===== src/rtl/intpol2_d4_ch_sched_pkg.sv =====
// Shared types and helpers for the intpol2_D4 channel scheduler.
// Holds the FSM state encoding, the pointer reset value and clog2.
package intpol2_D4_sched_pkg;

   typedef enum logic [2:0] {
      ST_IDLE  = 3'd0,
      ST_ARB   = 3'd1,
      ST_START = 3'd2,
      ST_RUN   = 3'd3,
      ST_GAP   = 3'd4
   } sched_state_e;

   // Width of an index able to address n entries (at least 1 bit).
   function automatic int clog2(input int n);
      int w;
      w = 0;
      while ((1 << w) < n) w++;
      return (w < 1) ? 1 : w;
   endfunction

   // Pointer resets to the last channel so channel 0 wins first.
   function automatic int rr_ptr_rst(input int n_ch);
      return n_ch - 1;
   endfunction

endpackage


===== src/rtl/intpol2_d4_ch_sched_rr_arb.sv =====
// Combinational round-robin picker: first request after ptr_i, wrapping.
// Ports: req_i request vector, ptr_i last grant, grant_valid_o, grant_idx_o.
module intpol2_D4_rr_arb
   import intpol2_D4_sched_pkg::*;
#(
   parameter int N_CH = 4,
   parameter int CH_W = clog2(N_CH)
) (
   input  logic [N_CH-1:0] req_i,
   input  logic [CH_W-1:0] ptr_i,
   output logic            grant_valid_o,
   output logic [CH_W-1:0] grant_idx_o
);

   always_comb begin
      int            idx;
      logic [CH_W-1:0] sel;
      grant_valid_o = 1'b0;
      grant_idx_o   = '0;
      idx           = 0;
      sel           = '0;
      // Walk farthest-to-nearest so the nearest hit after ptr_i wins.
      for (int k = N_CH; k >= 1; k--) begin
         idx = (int'(ptr_i) + k) % N_CH;
         sel = CH_W'(idx);
         if (req_i[sel]) begin
            grant_valid_o = 1'b1;
            grant_idx_o   = sel;
         end
      end
   end

endmodule


===== src/rtl/intpol2_d4_ch_sched.sv =====
// Round-robin job scheduler sharing one intpol2_D4 core among N_CH channels.
// In: enable, ch_en/bypass/empty/afull, tmo_limit, err_clr, core_done.
// Out: core_start/abort/bypass, ch_sel, sched_busy, timeout_err, err_ch, ch_mask.
module intpol2_d4_ch_sched
   import intpol2_D4_sched_pkg::*;
#(
   parameter int N_CH  = 4,
   parameter int CH_W  = clog2(N_CH),
   parameter int TMO_W = 16
) (
   input  logic             clk,
   input  logic             rstn,
   input  logic             enable,
   input  logic [N_CH-1:0]  ch_en,
   input  logic [N_CH-1:0]  ch_bypass,
   input  logic [N_CH-1:0]  ch_empty,
   input  logic [N_CH-1:0]  ch_afull,
   input  logic [TMO_W-1:0] tmo_limit,
   input  logic             err_clr,
   input  logic             core_done,
   output logic             core_start,
   output logic             core_abort,
   output logic             core_bypass,
   output logic [CH_W-1:0]  ch_sel,
   output logic             sched_busy,
   output logic             timeout_err,
   output logic [CH_W-1:0]  err_ch,
   output logic [N_CH-1:0]  ch_mask
);

   localparam logic [CH_W-1:0] PTR_RST = CH_W'(rr_ptr_rst(N_CH));

   sched_state_e     state_q, state_d;
   logic [CH_W-1:0]  ptr_q;
   logic [CH_W-1:0]  sel_q;
   logic             byp_q;
   logic [TMO_W-1:0] cnt_q;
   logic             err_q;
   logic [CH_W-1:0]  err_ch_q;
   logic [N_CH-1:0]  mask_q;

   logic [N_CH-1:0]  elig;
   logic [N_CH-1:0]  sel_oh;
   logic             gnt_vld;
   logic [CH_W-1:0]  gnt_idx;
   logic             take;
   logic             tmo_hit;

   assign elig   = ch_en & ~ch_empty & ~ch_afull & ~mask_q;
   assign sel_oh = N_CH'(1) << sel_q;

   intpol2_D4_rr_arb #(
      .N_CH (N_CH),
      .CH_W (CH_W)
   ) u_arb (
      .req_i         (elig),
      .ptr_i         (ptr_q),
      .grant_valid_o (gnt_vld),
      .grant_idx_o   (gnt_idx)
   );

   // Done in the same cycle as the limit wins, so it masks the timeout.
   assign tmo_hit = (state_q == ST_RUN) && !core_done
                 && (tmo_limit != '0)
                 && (cnt_q == tmo_limit - TMO_W'(1));

   always_comb begin
      state_d = state_q;
      take    = 1'b0;
      unique case (state_q)
         ST_IDLE: begin
            if (enable) state_d = ST_ARB;
         end
         ST_ARB: begin
            if (!enable) begin
               state_d = ST_IDLE;
            end else if (gnt_vld) begin
               take    = 1'b1;
               state_d = ST_START;
            end
         end
         ST_START: state_d = ST_RUN;
         ST_RUN: begin
            if (core_done || tmo_hit) state_d = ST_GAP;
         end
         ST_GAP: state_d = enable ? ST_ARB : ST_IDLE;
         default: state_d = ST_IDLE;
      endcase
   end

   always_ff @(posedge clk or negedge rstn) begin
      if (!rstn) begin
         state_q <= ST_IDLE;
         ptr_q   <= PTR_RST;
         sel_q   <= '0;
         byp_q   <= 1'b0;
         cnt_q   <= '0;
      end else begin
         state_q <= state_d;
         if (take) begin
            ptr_q <= gnt_idx;
            sel_q <= gnt_idx;
            byp_q <= ch_bypass[gnt_idx];
         end
         if (state_q == ST_START) begin
            cnt_q <= '0;
         end else if (state_q == ST_RUN && cnt_q != '1) begin
            cnt_q <= cnt_q + TMO_W'(1);
         end
      end
   end

   // A new timeout beats a simultaneous clear: only the new bit survives.
   always_ff @(posedge clk or negedge rstn) begin
      if (!rstn) begin
         err_q    <= 1'b0;
         err_ch_q <= '0;
         mask_q   <= '0;
      end else if (tmo_hit) begin
         err_q    <= 1'b1;
         err_ch_q <= sel_q;
         mask_q   <= err_clr ? sel_oh : (mask_q | sel_oh);
      end else if (err_clr) begin
         err_q  <= 1'b0;
         mask_q <= '0;
      end
   end

   assign core_start  = (state_q == ST_START);
   assign core_abort  = tmo_hit;
   assign sched_busy  = (state_q == ST_START) || (state_q == ST_RUN)
                     || (state_q == ST_GAP);
   assign core_bypass = byp_q;
   assign ch_sel      = sel_q;
   assign timeout_err = err_q;
   assign err_ch      = err_ch_q;
   assign ch_mask     = mask_q;

endmodule

===== config.mk =====
export PLATFORM = sky130hd
export DESIGN_NAME = intpol2_d4_ch_sched
export DESIGN_NICKNAME = d
export VERILOG_FILES = /design/src/rtl/intpol2_d4_ch_sched_pkg.sv /design/src/rtl/intpol2_d4_ch_sched_rr_arb.sv /design/src/rtl/intpol2_d4_ch_sched.sv
export SDC_FILE = /design/constraint.sdc
export NUM_CORES = 1
export LEC_CHECK = 0
export CORE_MARGIN = 2
export CORE_UTILIZATION = 45
export DETAILED_ROUTE_END_ITERATION = 10
export GPL_TIMING_DRIVEN = 0
export HOLD_SLACK_MARGIN = 0.08
export PLACE_DENSITY_LB_ADDON = 0.08
export SYNTH_ARGS = -nofsm -noshare
export SYNTH_HDL_FRONTEND = slang
export SYNTH_SLANG_ARGS = --single-unit
export TNS_END_PERCENT = 50

===== constraint.sdc =====
create_clock -name clk -period 2.6 [get_ports clk]
set_input_delay 0.26 -clock clk [delete_from_list [all_inputs] [get_ports clk]]
set_output_delay 0.26 -clock clk [all_outputs]
set_load 0.05 [all_outputs]

After elaboration in Yosys (flattened, before gate mapping)
Cells that the tools add are included.

word-level totals
  word-level logic and storage cells = 83
  output and inout bits = 13
  register bits = 31

operators by class
  add/sub/neg operators = 6
  $lt $le $gt $ge = 5
  equal/unequal tests = 9
  shift operators = 1
  multiplexer cells = 34
  bitwise logic cells = 7
  reduce and logical (&&, ||, !) cells = 13

operators by type and width
  cell                     count
  $mux W16                 2
  $add A16 B1 Y16 const B  1
  $eq A16 B16 Y1           1
  $ne A16 B16 Y1 const B   1
  $reduce_bool A16 Y1      1
  $sub A16 B1 Y16 const B  1
  $lt A2 B3 Y1 const B     5
  $mux W1                  15
  $pmux W3 S5              1
  $and A4 B4 Y4            3
  $mux W3                  4
  $mux W4                  3
  $not A4 Y4               3
  $bmux W1 S2              5
  $mux W2                  4
  $eq A3 B2 Y1 const B     2
  $add A2 B1 Y2 const B    2
  $add A2 B2 Y2 const B    2
  $logic_and A1 B1 Y1      4
  $ne A2 B2 Y1 const B     2
  $or A4 B4 Y4             1
  $reduce_bool A2 Y1       2
  $shl A1 B2 Y4 const A    1
  $eq A3 B1 Y1 const B     1
  6 further kinds          8

Longest topological paths before layout
Gate-level depths: netlist of run 1.

  depth after elaboration = 13
  mapped depth = 10
  depth with buffers taken out = 10

By module
A second synthesis of run 1 with hierarchy kept.

second synthesis, totals
  cell total of the unflattened synthesis = 238
  area total of the unflattened synthesis = 2223.4 um2

by module, submodules not included
  module               cells an instance  seq. area each (um2)  instances  area an instance (um2)
  intpol2_d4_ch_sched  224                778.2                 1          2132.0
  intpol2_D4_rr_arb    14                 0.0                   1          91.3

Least setup slack after synthesis of run 1
No wires, ideal clock.

  kind = flip-flop to flip-flop
  start point = register cnt_q[3]
  end point = register mask_q[1] (netlist: ch_mask[1])
  arrival = 2.710 ns
  stages on the path, launching flop included = 9
  required time = 2.534 ns
  clock period less this slack = 2.776 ns
  setup slack = -0.176 ns
  cell sequence = dfrtp_1 xnor2_1 xnor2_1 or4_1 or4_1 nor3_2 nand4_4 inv_1 a31o_2

between the ends
  cells in the longest elaborated chain, start to end = 3
  elaborated cells between the ends (all ways) = 4
  those cells by class = 1 x eq/ne; 1 x mux; 2 x reduce/logical

RTL lines
  item                                                  RTL line                    source
  from (decl)                                           intpol2_d4_ch_sched.sv:37   logic [TMO_W-1:0] cnt_q;
  from (signal assigned)                                intpol2_d4_ch_sched.sv:108  cnt_q <= cnt_q + TMO_W'(1);
  $eq A16 B16 Y1 (*)                                    intpol2_d4_ch_sched.sv:65   && (cnt_q == tmo_limit - TMO_W'(1));
  $logic_and A1 B1 Y1 (*)                               intpol2_d4_ch_sched.sv:65
  named net core_abort                                  intpol2_d4_ch_sched.sv:22   output logic core_abort,
  $mux W4 / $reduce_bool A2 Y1 (equally long branches)  --
  to (signal assigned)                                  intpol2_d4_ch_sched.sv:122  mask_q <= err_clr ? sel_oh : (mask_q | sel_oh);
  to (decl)                                             intpol2_d4_ch_sched.sv:40   logic [N_CH-1:0] mask_q;

Mark *: on every way through the listed nets, which the timed path passes. The rest lies on a longest branch.
A chain may end at the register's enable or synchronous reset.

Worst setup path after layout of run 1
  start point = register cnt_q[4]
  end point = output port core_abort

between the ends
  cells in the longest elaborated chain, start to end = 2

RTL lines
  item                 RTL line
  $eq A16 B16 Y1       intpol2_d4_ch_sched.sv:65
  $logic_and A1 B1 Y1  intpol2_d4_ch_sched.sv:65
  to (decl)            intpol2_d4_ch_sched.sv:22

No other way between the ends.

==> flow_summary.toml, run 1 <==
[global_routing]
track_usage = 0.198
antenna_found_initial = 0
grt_max_degree = 32
grt_pass1_vias = 1729
grt-ovfl-total = 0
grt_pass1_wl_um = 8110

[synthesis]
syn_avg_cell_area_um2 = 8.65
syn_area_um2 = 2130
syn_nets = 285
synth_edf_count = 0
synth_top_area_frac = 0.341
synth_largest_area_cell = "dfrtp_1"
synthTopCellsByArea = "dfrtp_1 34%, xnor2_1 8.6%, xor2_1 6.2%, nor2_1 4.8%, o21ai_0 3.5%"
synthArstFlopShare = 1.00
ys_seq_elements = 31
synth_flop_cell = "dfrtp_1"
yosysSeqAreaShare = 0.366
synth_cell_types = 46
syn_inst = 246
ys_warn_count = 0

[cts]
root_buffer = "clkbuf_8"
cts_tree = "built"
clock_sink_count = 31
htree_num_levels = 2
clock_latency_ns = 0.28
cts_buffers = 5
clk_pin_slew_worst_paths_ns = 0.06
clock_path_buffers = 2

[power]
peakVddDrop_mv = 0.380
power.density_nw_per_um2 = 580
leakage_nw = 1.21
p_total_w = 0.00170

[timing]
skew_ns = 0.00326
finalCritPeriodShare = 1.04
finalHoldViolations = 0
maxSlewHeadroom = 0.490
final_max_slew_viol_count = 0
tightest_slew_ns = 0.755
setup_tns_ns = -0.125
min_period_ns = 2.69
setup_viol = 3
max_freq_mhz = 372
fin_ws_ns = -0.0914
rsz0062_at_grt = "true"

[setup_path]
worstPathMaxFanout = 3
crit_arrival_ns = 2.43
end_kind = "primary output"
cp_slowest_cell = "or4_1"
max_stage_delay_ns = 0.50
path_cells = "xnor2_2 > a31oi_1 > or4_1 > or4_4 > nor3_4 > nand4_4 > clkinvlp_4 > buf_8"
cp-start-kind = "flip-flop"
critPathRequiredTime_ns = 2.34
path_class = "reg2out"

[drt]
vias = 1986
first_pass_iters = 4
drc = 0
totalWireLength_um = 5180
post_drt_wl_per_cell_um = 14.2
antenna_left = 0
vias_per_cell = 5.46
first_iter_violations = 49

[floorplan]
fp.coreArea_um2 = 4630
die-area_um2 = 5290
pin_count = 50
initial_utilization = 0.459
dieWidth_um = 72.8
rows = 25
die_h_um = 72.8

[outcome]
status = "complete, but fails checks"
violations = "setup timing"

[placement]
gp_congestion = 0.847
port_buffers = 47
dpl_worst_slack_ns = -1.78
dp_hpwl_um = 3780

[cells_and_area]
fill_cells = 418
antenna_cells = 0
mostFrequentLayoutCells = "38 x clkdlybuf4s50_1, 27 x dfrtp_1, 26 x nor2_1"
finalNetCount = 348
syn_to_final_growth_pct = 38.1
final_util = 0.634
final_common_cell = "clkdlybuf4s50_1"
drive_gt1_frac = 0.158

[job]
cap_violations = 0

[hold_path]
hold_class = "reg2reg"
==> layer usage <==
| layer | wire length [um] | GRT usage |
|---|---|---|
| met5 | 0 | 0 |
| met2 | 2360 | 0.286 |
| met3 | 180 | 0.0359 |
| met1 | 2570 | 0.298 |
| met4 | 63 | 0.0679 |
==> cells in the mapped netlist (all sizes together), types with 2 or more instances <==
cell	number
and3	3
nor2b	4
mux2i	2
nor4b	5
xnor2	21
buf	2
nand2b	4
a31oi	3
or4	2
nor3	9
dfstp	2
o221ai	2
or4b	3
clkbuf	4
dfrtp	29
or3	4
a21oi	9
nand4	6
nor2	27
nand3	13
xor2	15
nand2	19
inv	15
o31ai	3
a21o	2
o22ai	3
o21ai	15
ha	2
mux2	2
nor3b	3
o21a	2
==> kinds of logic (layout without fill, tap and decap cells) <==
family          after synthesis  in the layout  share of synthesized area
buf+inv                      21             85                     0.0412
simple gates                106            106                      0.273
flops                        31             31                      0.366
xor+xnor                     36             36                      0.148
fa+ha+maj                     2              2                     0.0118
mux                           4              4                     0.0235
compound gates               46             46                      0.136
==> repair_timing <==
action / CTS / global route
pin swaps: 6 / 4
endpoints found under the hold margin: 29 / 0
hold buffers: 1 / 0
endpoints found under the setup margin: 13 / 5
cloned: 0 / 0
setup buffers: 3 / 5
resized for setup: 29 / 11
==> through the flow <==
step | hold WS [ns] | cells | area [um2]
after global routing | 0.528 | 364 | 2940
after global placement | 0.492 | 347 | 2670
after CTS | 0.514 | 359 | 2860
after detailed placement | 0.347 | 347 | 2660
final | 0.514 | 364 | 2940
after floorplan | -0.0356 | 246 | 2130
==> registers in the layout (all words and copies together), names as in the netlist <==
| signal | flops |
|---|---|
| cnt_q | 16 |
| ch_mask | 4 |
| state_q | 3 |
| ch_sel | 2 |
| err_ch | 2 |
| ptr_q | 2 |
| core_bypass | 1 |
| timeout_err | 1 |
==> path summary, 6_finish.rpt <==
check	from	end	slack [ns]	depth (start not counted)
min reg2reg	err_ch[0]	err_ch[0]	0.51	1
max reg2reg	cnt_q[4]	err_ch[1]	-0.02	9
max	cnt_q[4]	core_abort	-0.09	8
max in group asynchronous	rstn	cnt_q[0]	1.55	2
min in group asynchronous	rstn	state_q[1]	0.56	2
min	err_ch[0]	err_ch[0]	0.51	1
==> layout make-up <==
type	count	area, um2	area share
Buffer	6	31.3	0.0107
Sequential cell	31	781	0.266
Tap cell	54	67.6	0.0230
Clock buffer	8	100	0.0341
Timing Repair Buffer	56	536	0.182
Multi-Input combinational cell	194	1360	0.464
Inverter	15	60.1	0.0205
==> where the power goes <==
| group | switching [W] | leakage [nW] | internal, W |
|---|---|---|---|
| Clock | 0.000176 | 0.0515 | 0.000241 |
| Combinational | 0.000375 | 0.745 | 0.000252 |
| Sequential | 0.0000892 | 0.414 | 0.000569 |
==> worst max-delay path, delay by kind of cell, from the launching register on <==
family                    cells  cell delay [ns]
buffers and inverters         2             0.26
DFF                           1             0.44
and+or+nand+nor               4             1.22
AOI/OAI and AO/OA             1             0.06
xor gates and xnor gates      1             0.16
No activity file was read; power rests on OpenSTA's default activity.
==> run 2: changes to the inputs <==
--- a/config.mk
+++ b/config.mk
@@ -5,6 +5,7 @@
 export SDC_FILE = /design/constraint.sdc
 export NUM_CORES = 1
 export LEC_CHECK = 0
+export ABC_CLOCK_PERIOD_IN_PS = 2600
 export CORE_MARGIN = 2
 export CORE_UTILIZATION = 45
 export DETAILED_ROUTE_END_ITERATION = 10
==> constraint.sdc (replaced) <==
create_clock -name clk -period 2.6 [get_ports clk]
set_input_delay 0.26 -clock clk [delete_from_list [all_inputs] [get_ports clk]]
set_output_delay 0.26 -clock clk [all_outputs]
set_load 0.02 [all_outputs]
==> run 2 against run 1 <==
  * The flow still finishes with violations (setup timing)
  * Core utilization fell by 1.4 points
  * Die area unchanged
  * Global-route usage increased by 0.30 points
  * Total power is 8.9% lower
  * Critical path depth did not move
  * Setup slack improved by 0.063 ns
  * Cell count fell by 0.55%
  * Hold slack worse by 0.0023 ns
  * Register-to-register slack better by 0.11 ns
  * Routed wire length fell by 2.3%
  * Count of clock-buffer cells in the layout decreased by 1
  * Largest cell class unchanged
  * Largest power group unchanged
==> flow_summary.toml, run 2 (synthesized netlist as in run 1, its figures left out) <==
[floorplan]
pin_count = 50
dieWidth_um = 72.8
die_h_um = 72.8
initial_utilization = 0.459
fp.coreArea_um2 = 4630
rows = 25
die-area_um2 = 5290

[placement]
gp_congestion = 0.845
dpl_worst_slack_ns = -1.55
port_buffers = 47
dp_hpwl_um = 3820

[timing]
finalCritPeriodShare = 1.01
fin_ws_ns = -0.0288
skew_ns = 0.00508
tightest_slew_ns = 0.715
max_freq_mhz = 380
setup_viol = 1
holdWs_ns = 0.512
min_period_ns = 2.63
final_max_slew_viol_count = 0
maxSlewHeadroom = 0.517
rsz0062_at_grt = "true"
finalHoldViolations = 0

[setup_path]
worstPathMaxFanout = 2
cp_slowest_cell = "or4_1"
crit_arrival_ns = 2.37
critPathMostFrequentCell = "xnor2_1"
critPathTopFamily = "simple AND/OR/NAND/NOR gates"
end_kind = "primary output"
worst-path-buf-inv = 2
critPathRequiredTime_ns = 2.34
max_stage_delay_ns = 0.52
cp-start-kind = "flip-flop"
path_class = "reg2out"
path_cells = "xnor2_1 > xnor2_1 > or4_1 > or4_4 > nor3_4 > nand4_4 > inv_2 > buf_6"

[outcome]
status = "complete, but fails checks"
violations = "setup timing"

[power]
peakVddDrop_mv = 0.357
power_frac_seq = 0.422
p_int_w = 0.00101
p_clk_frac = 0.231
power.density_nw_per_um2 = 540
p_total_w = 0.00155
power.switching_w = 0.000543
leakage_nw = 1.19
switching_share = 0.350
comb_power_share = 0.346

[cells_and_area]
mostFrequentLayoutCells = "39 x clkdlybuf4s50_1, 28 x dfrtp_1, 26 x nor2_1"
antenna_cells = 0
largest_register = "cnt_q"
syn_to_final_growth_pct = 35.1
finalNetCount = 346
multi_input_area_um2 = 1330
drive_gt1_frac = 0.136
final_common_cell = "clkdlybuf4s50_1"
fill_cells = 421
largest_register_ffs = 16
seq_area_um2 = 779

[global_routing]
grt_pass1_vias = 1797
track_usage = 0.201
grt_pass1_wl_um = 8340
antenna_found_initial = 0
grt_max_degree = 32
grt-ovfl-total = 0

[cts]
root_buffer = "clkbuf_8"
clock_sink_count = 31
clock_latency_ns = 0.27
cts_tree = "built"
cts_buffers = 5
htree_num_levels = 2
clock_path_buffers = 2
clk_pin_slew_worst_paths_ns = 0.07

[drt]
vias_per_cell = 5.43
vias = 1966
totalWireLength_um = 5060
first_pass_iters = 4
antenna_left = 0
first_iter_violations = 71
post_drt_wl_per_cell_um = 14.0
drc = 0

[hold_path]
hold_class = "reg2reg"

[job]
cap_violations = 0
[run 2: changes by cell type in the layout (fill, tap and decap cells not counted), sizes merged]
| cell | delta |
|---|---|
| buf | -3 |
| clkinv | +1 |
| clkinvlp | -1 |
| clkdlybuf4s50 | +1 |
| inv | +1 |
| clkbuf | -1 |
[run 2: path summary, 6_finish.rpt]
| path | from | slack, ns | cells past startpoint | to |
|---|---|---|---|---|
| min in group asynchronous | rstn | 0.55 | 2 | cnt_q[1] |
| worst max-delay path | cnt_q[3] | -0.03 | 8 | core_abort |
| worst max register to register | cnt_q[3] | 0.09 | 8 | err_ch[1] |
| worst min-delay path | err_ch[0] | 0.51 | 1 | err_ch[0] |
| worst min register to register | err_ch[0] | 0.51 | 1 | err_ch[0] |
| max in group asynchronous | rstn | 1.58 | 2 | cnt_q[0] |
[run 2: area by class of cell]
class	count	share of cell area
Clock inverter	1	0.00174
Tap cell	54	0.0235
Inverter	15	0.0196
Buffer	6	0.0113
Multi-Input combinational cell	194	0.464
Timing Repair Buffer	54	0.182
Sequential cell	31	0.271
Clock buffer	7	0.0266
[run 2: timing repair]
action	in CTS	in global routing
hold buffers	1	0
endpoints found under the hold margin	29	0
setup buffers	4	2
resized for setup	27	5
pin swaps	6	1
endpoints found under the setup margin	13	4
[run 2: layer usage]
layer,track usage,vias up,routed length (um),part of all wire
li1,-,997,-,-
met4,0.0391,0,14,0.0028
met1,0.289,935,2510,0.50
met5,0,-,0,0
met3,0.0373,2,157,0.031
met2,0.320,32,2370,0.47
[run 2: power groups by stage]
stage | registers (W) | logic, W | clock network, W
floorplan | 0.000670 | 0.000285 | 0
global placement | 0.000660 | 0.000513 | 0
detailed placement | 0.000663 | 0.000517 | 0
CTS | 0.000654 | 0.000539 | 0.000368
global route | 0.000671 | 0.000598 | 0.000392
finish | 0.000655 | 0.000537 | 0.000359
[run 2: per-stage QoR]
step	cells	area, um2	setup TNS [ns]	util
3_3_place_gp	347	2670	-9.79	0.576
5_1_grt	362	2870	-0.129	0.621
2_1_floorplan	246	2130	0	-
4_1_cts	360	2840	-0.0542	0.613
6_report	362	2870	-0.0288	0.621
3_5_place_dp	347	2660	-10.07	0.575
==> run 3: changes to the inputs <==
--- a/config.mk
+++ b/config.mk
@@ -6,12 +6,13 @@
 export NUM_CORES = 1
 export LEC_CHECK = 0
 export ABC_CLOCK_PERIOD_IN_PS = 2600
-export CORE_MARGIN = 2
+export CORE_MARGIN = 5
 export CORE_UTILIZATION = 45
 export DETAILED_ROUTE_END_ITERATION = 10
 export GPL_TIMING_DRIVEN = 0
 export HOLD_SLACK_MARGIN = 0.08
-export PLACE_DENSITY_LB_ADDON = 0.08
+export PLACE_DENSITY = 0.76
+export SKIP_CTS_REPAIR_TIMING = 1
 export SYNTH_ARGS = -nofsm -noshare
 export SYNTH_HDL_FRONTEND = slang
 export SYNTH_SLANG_ARGS = --single-unit
==> run 3 against run 2 <==
  * The run still ends with setup timing left
  * Total power rose by 0.85%
  * Setup slack got worse by 0.10 ns
  * Clock skew is 0.0042 ns higher
  * Routed wire length is 3.5% higher
  * Non-clock buffer count rose by 2
  * Die area up 17%
  * Core utilization up 0.60 points
  * Sequential share of layout area down 0.40 points
  * Flip-flop and latch count did not move
  * Cell count grew 0.55%
  * Critical endpoint unchanged
==> flow_summary.toml, run 3 (synthesized netlist as in run 1, its figures left out) <==
[global_routing]
antenna_found_initial = 0
grt_max_degree = 20
track_usage = 0.168
grt_pass1_wl_um = 8270
grt_pass1_vias = 1798
grt-ovfl-total = 0

[setup_path]
cp-start-kind = "flip-flop"
cp-startpoint = "cnt_q[3]"
r2r_start = "cnt_q[3]"
r2r_slack_ns = 0.02
reg2regPathDepth = 8
worstPathMaxFanout = 3
critPathRequiredTime_ns = 2.34
path_class = "reg2out"
end_kind = "primary output"
regToRegEndpoint = "err_ch[1]"
crit_arrival_ns = 2.47

[power]
power.density_nw_per_um2 = 536
leakage_nw = 1.24
p_total_w = 0.00156
peakVddDrop_mv = 0.369

[cells_and_area]
mostFrequentLayoutCells = "41 x clkdlybuf4s50_1, 27 x dfrtp_1, 26 x nor2_1"
fill_cells = 375
final_cell_area_um2 = 2920
syn_to_final_growth_pct = 37.3
finalNetCount = 348
largest_register_ffs = 16
final_util = 0.627
largest_register = "cnt_q"
drive_gt1_frac = 0.135
antenna_cells = 0
final_common_cell = "clkdlybuf4s50_1"

[cts]
htree_num_levels = 2
clk_pin_slew_worst_paths_ns = 0.07
root_buffer = "clkbuf_8"
clock_latency_ns = 0.28
clock_path_buffers = 2
cts_buffers = 5
cts_tree = "built"
clock_sink_count = 31

[drt]
totalWireLength_um = 5240
first_pass_iters = 4
post_drt_wl_per_cell_um = 14.4
antenna_left = 0
drc = 0
vias = 1982
first_iter_violations = 103
vias_per_cell = 5.45

[timing]
min_period_ns = 2.73
rsz0062_at_grt = "true"
holdWs_ns = 0.389
final_max_slew_viol_count = 0
setup_viol = 1
max_freq_mhz = 366
finalCritPeriodShare = 1.05
fin_ws_ns = -0.133
tightest_slew_ns = 0.676
skew_ns = 0.00930
finalHoldViolations = 0
maxSlewHeadroom = 0.548

[placement]
gp_congestion = 0.791
port_buffers = 47
dpl_worst_slack_ns = -1.48
place_area_um2 = 2690
dp_hpwl_um = 3990

[job]
cap_violations = 0

[hold_path]
hold_class = "in2async"

[outcome]
violations = "setup timing"
status = "complete, but fails checks"

[floorplan]
dieWidth_um = 78.8
initial_utilization = 0.456
fp.coreArea_um2 = 4660
pin_count = 50
die_h_um = 78.8
rows = 25
die-area_um2 = 6200
## run 3: power breakdown
part,total (W),leakage [nW],switching [W],internal [W]
Sequential,0.000655,0.414,0.0000853,0.000569
Clock,0.000362,0.0422,0.000174,0.000187
Combinational,0.000548,0.779,0.000289,0.000259
Total,0.00156,1.24,0.000548,0.00102
## run 3: worst max path at each step
stage / endpoint / depth (start not counted)
2_1_floorplan: core_abort / 7
3_3_place_gp: core_abort / 11
3_5_place_dp: core_abort / 11
4_1_cts: core_abort / 11
5_1_grt: core_abort / 8
6_report: core_abort / 8
## run 3: layout make-up
| type | count | area (um2) | share of cell area |
|---|---|---|---|
| multi-input combinational | 194 | 1330 | 0.456 |
| sequential | 31 | 781 | 0.267 |
| timing repair buffer | 56 | 572 | 0.196 |
| clock buffer | 7 | 76.3 | 0.0261 |
| tap | 54 | 67.6 | 0.0231 |
| inverter | 15 | 56.3 | 0.0193 |
| buffer | 6 | 31.3 | 0.0107 |
| clock inverter | 1 | 5.00 | 0.00171 |
## run 3: metal layers
metal	global-route usage	up-vias	share of wire	wire length, um
met4	0.0542	0	0.014	71
met5	0	-	0	0
met2	0.274	35	0.50	2610
met3	0.0363	11	0.041	216
met1	0.222	940	0.45	2340
li1	-	996	-	-
## run 3: critical path: stages, from the launching register on
cell and delay, ns:
dfrtp_2 0.43, xnor2_2 0.14, xnor2_1 0.13, or4_4 0.52, or4_4 0.44, nor3_4 0.17
nand4_4 0.13, inv_2 0.11, buf_6 0.12
## run 3: metrics by stage
step	cells	setup TNS, ns
after floorplan	246	0
final	364	-0.133
after global routing	364	-0.364
after detailed placement	348	-9.48
after global placement	347	-8.94
after CTS	356	-6.94
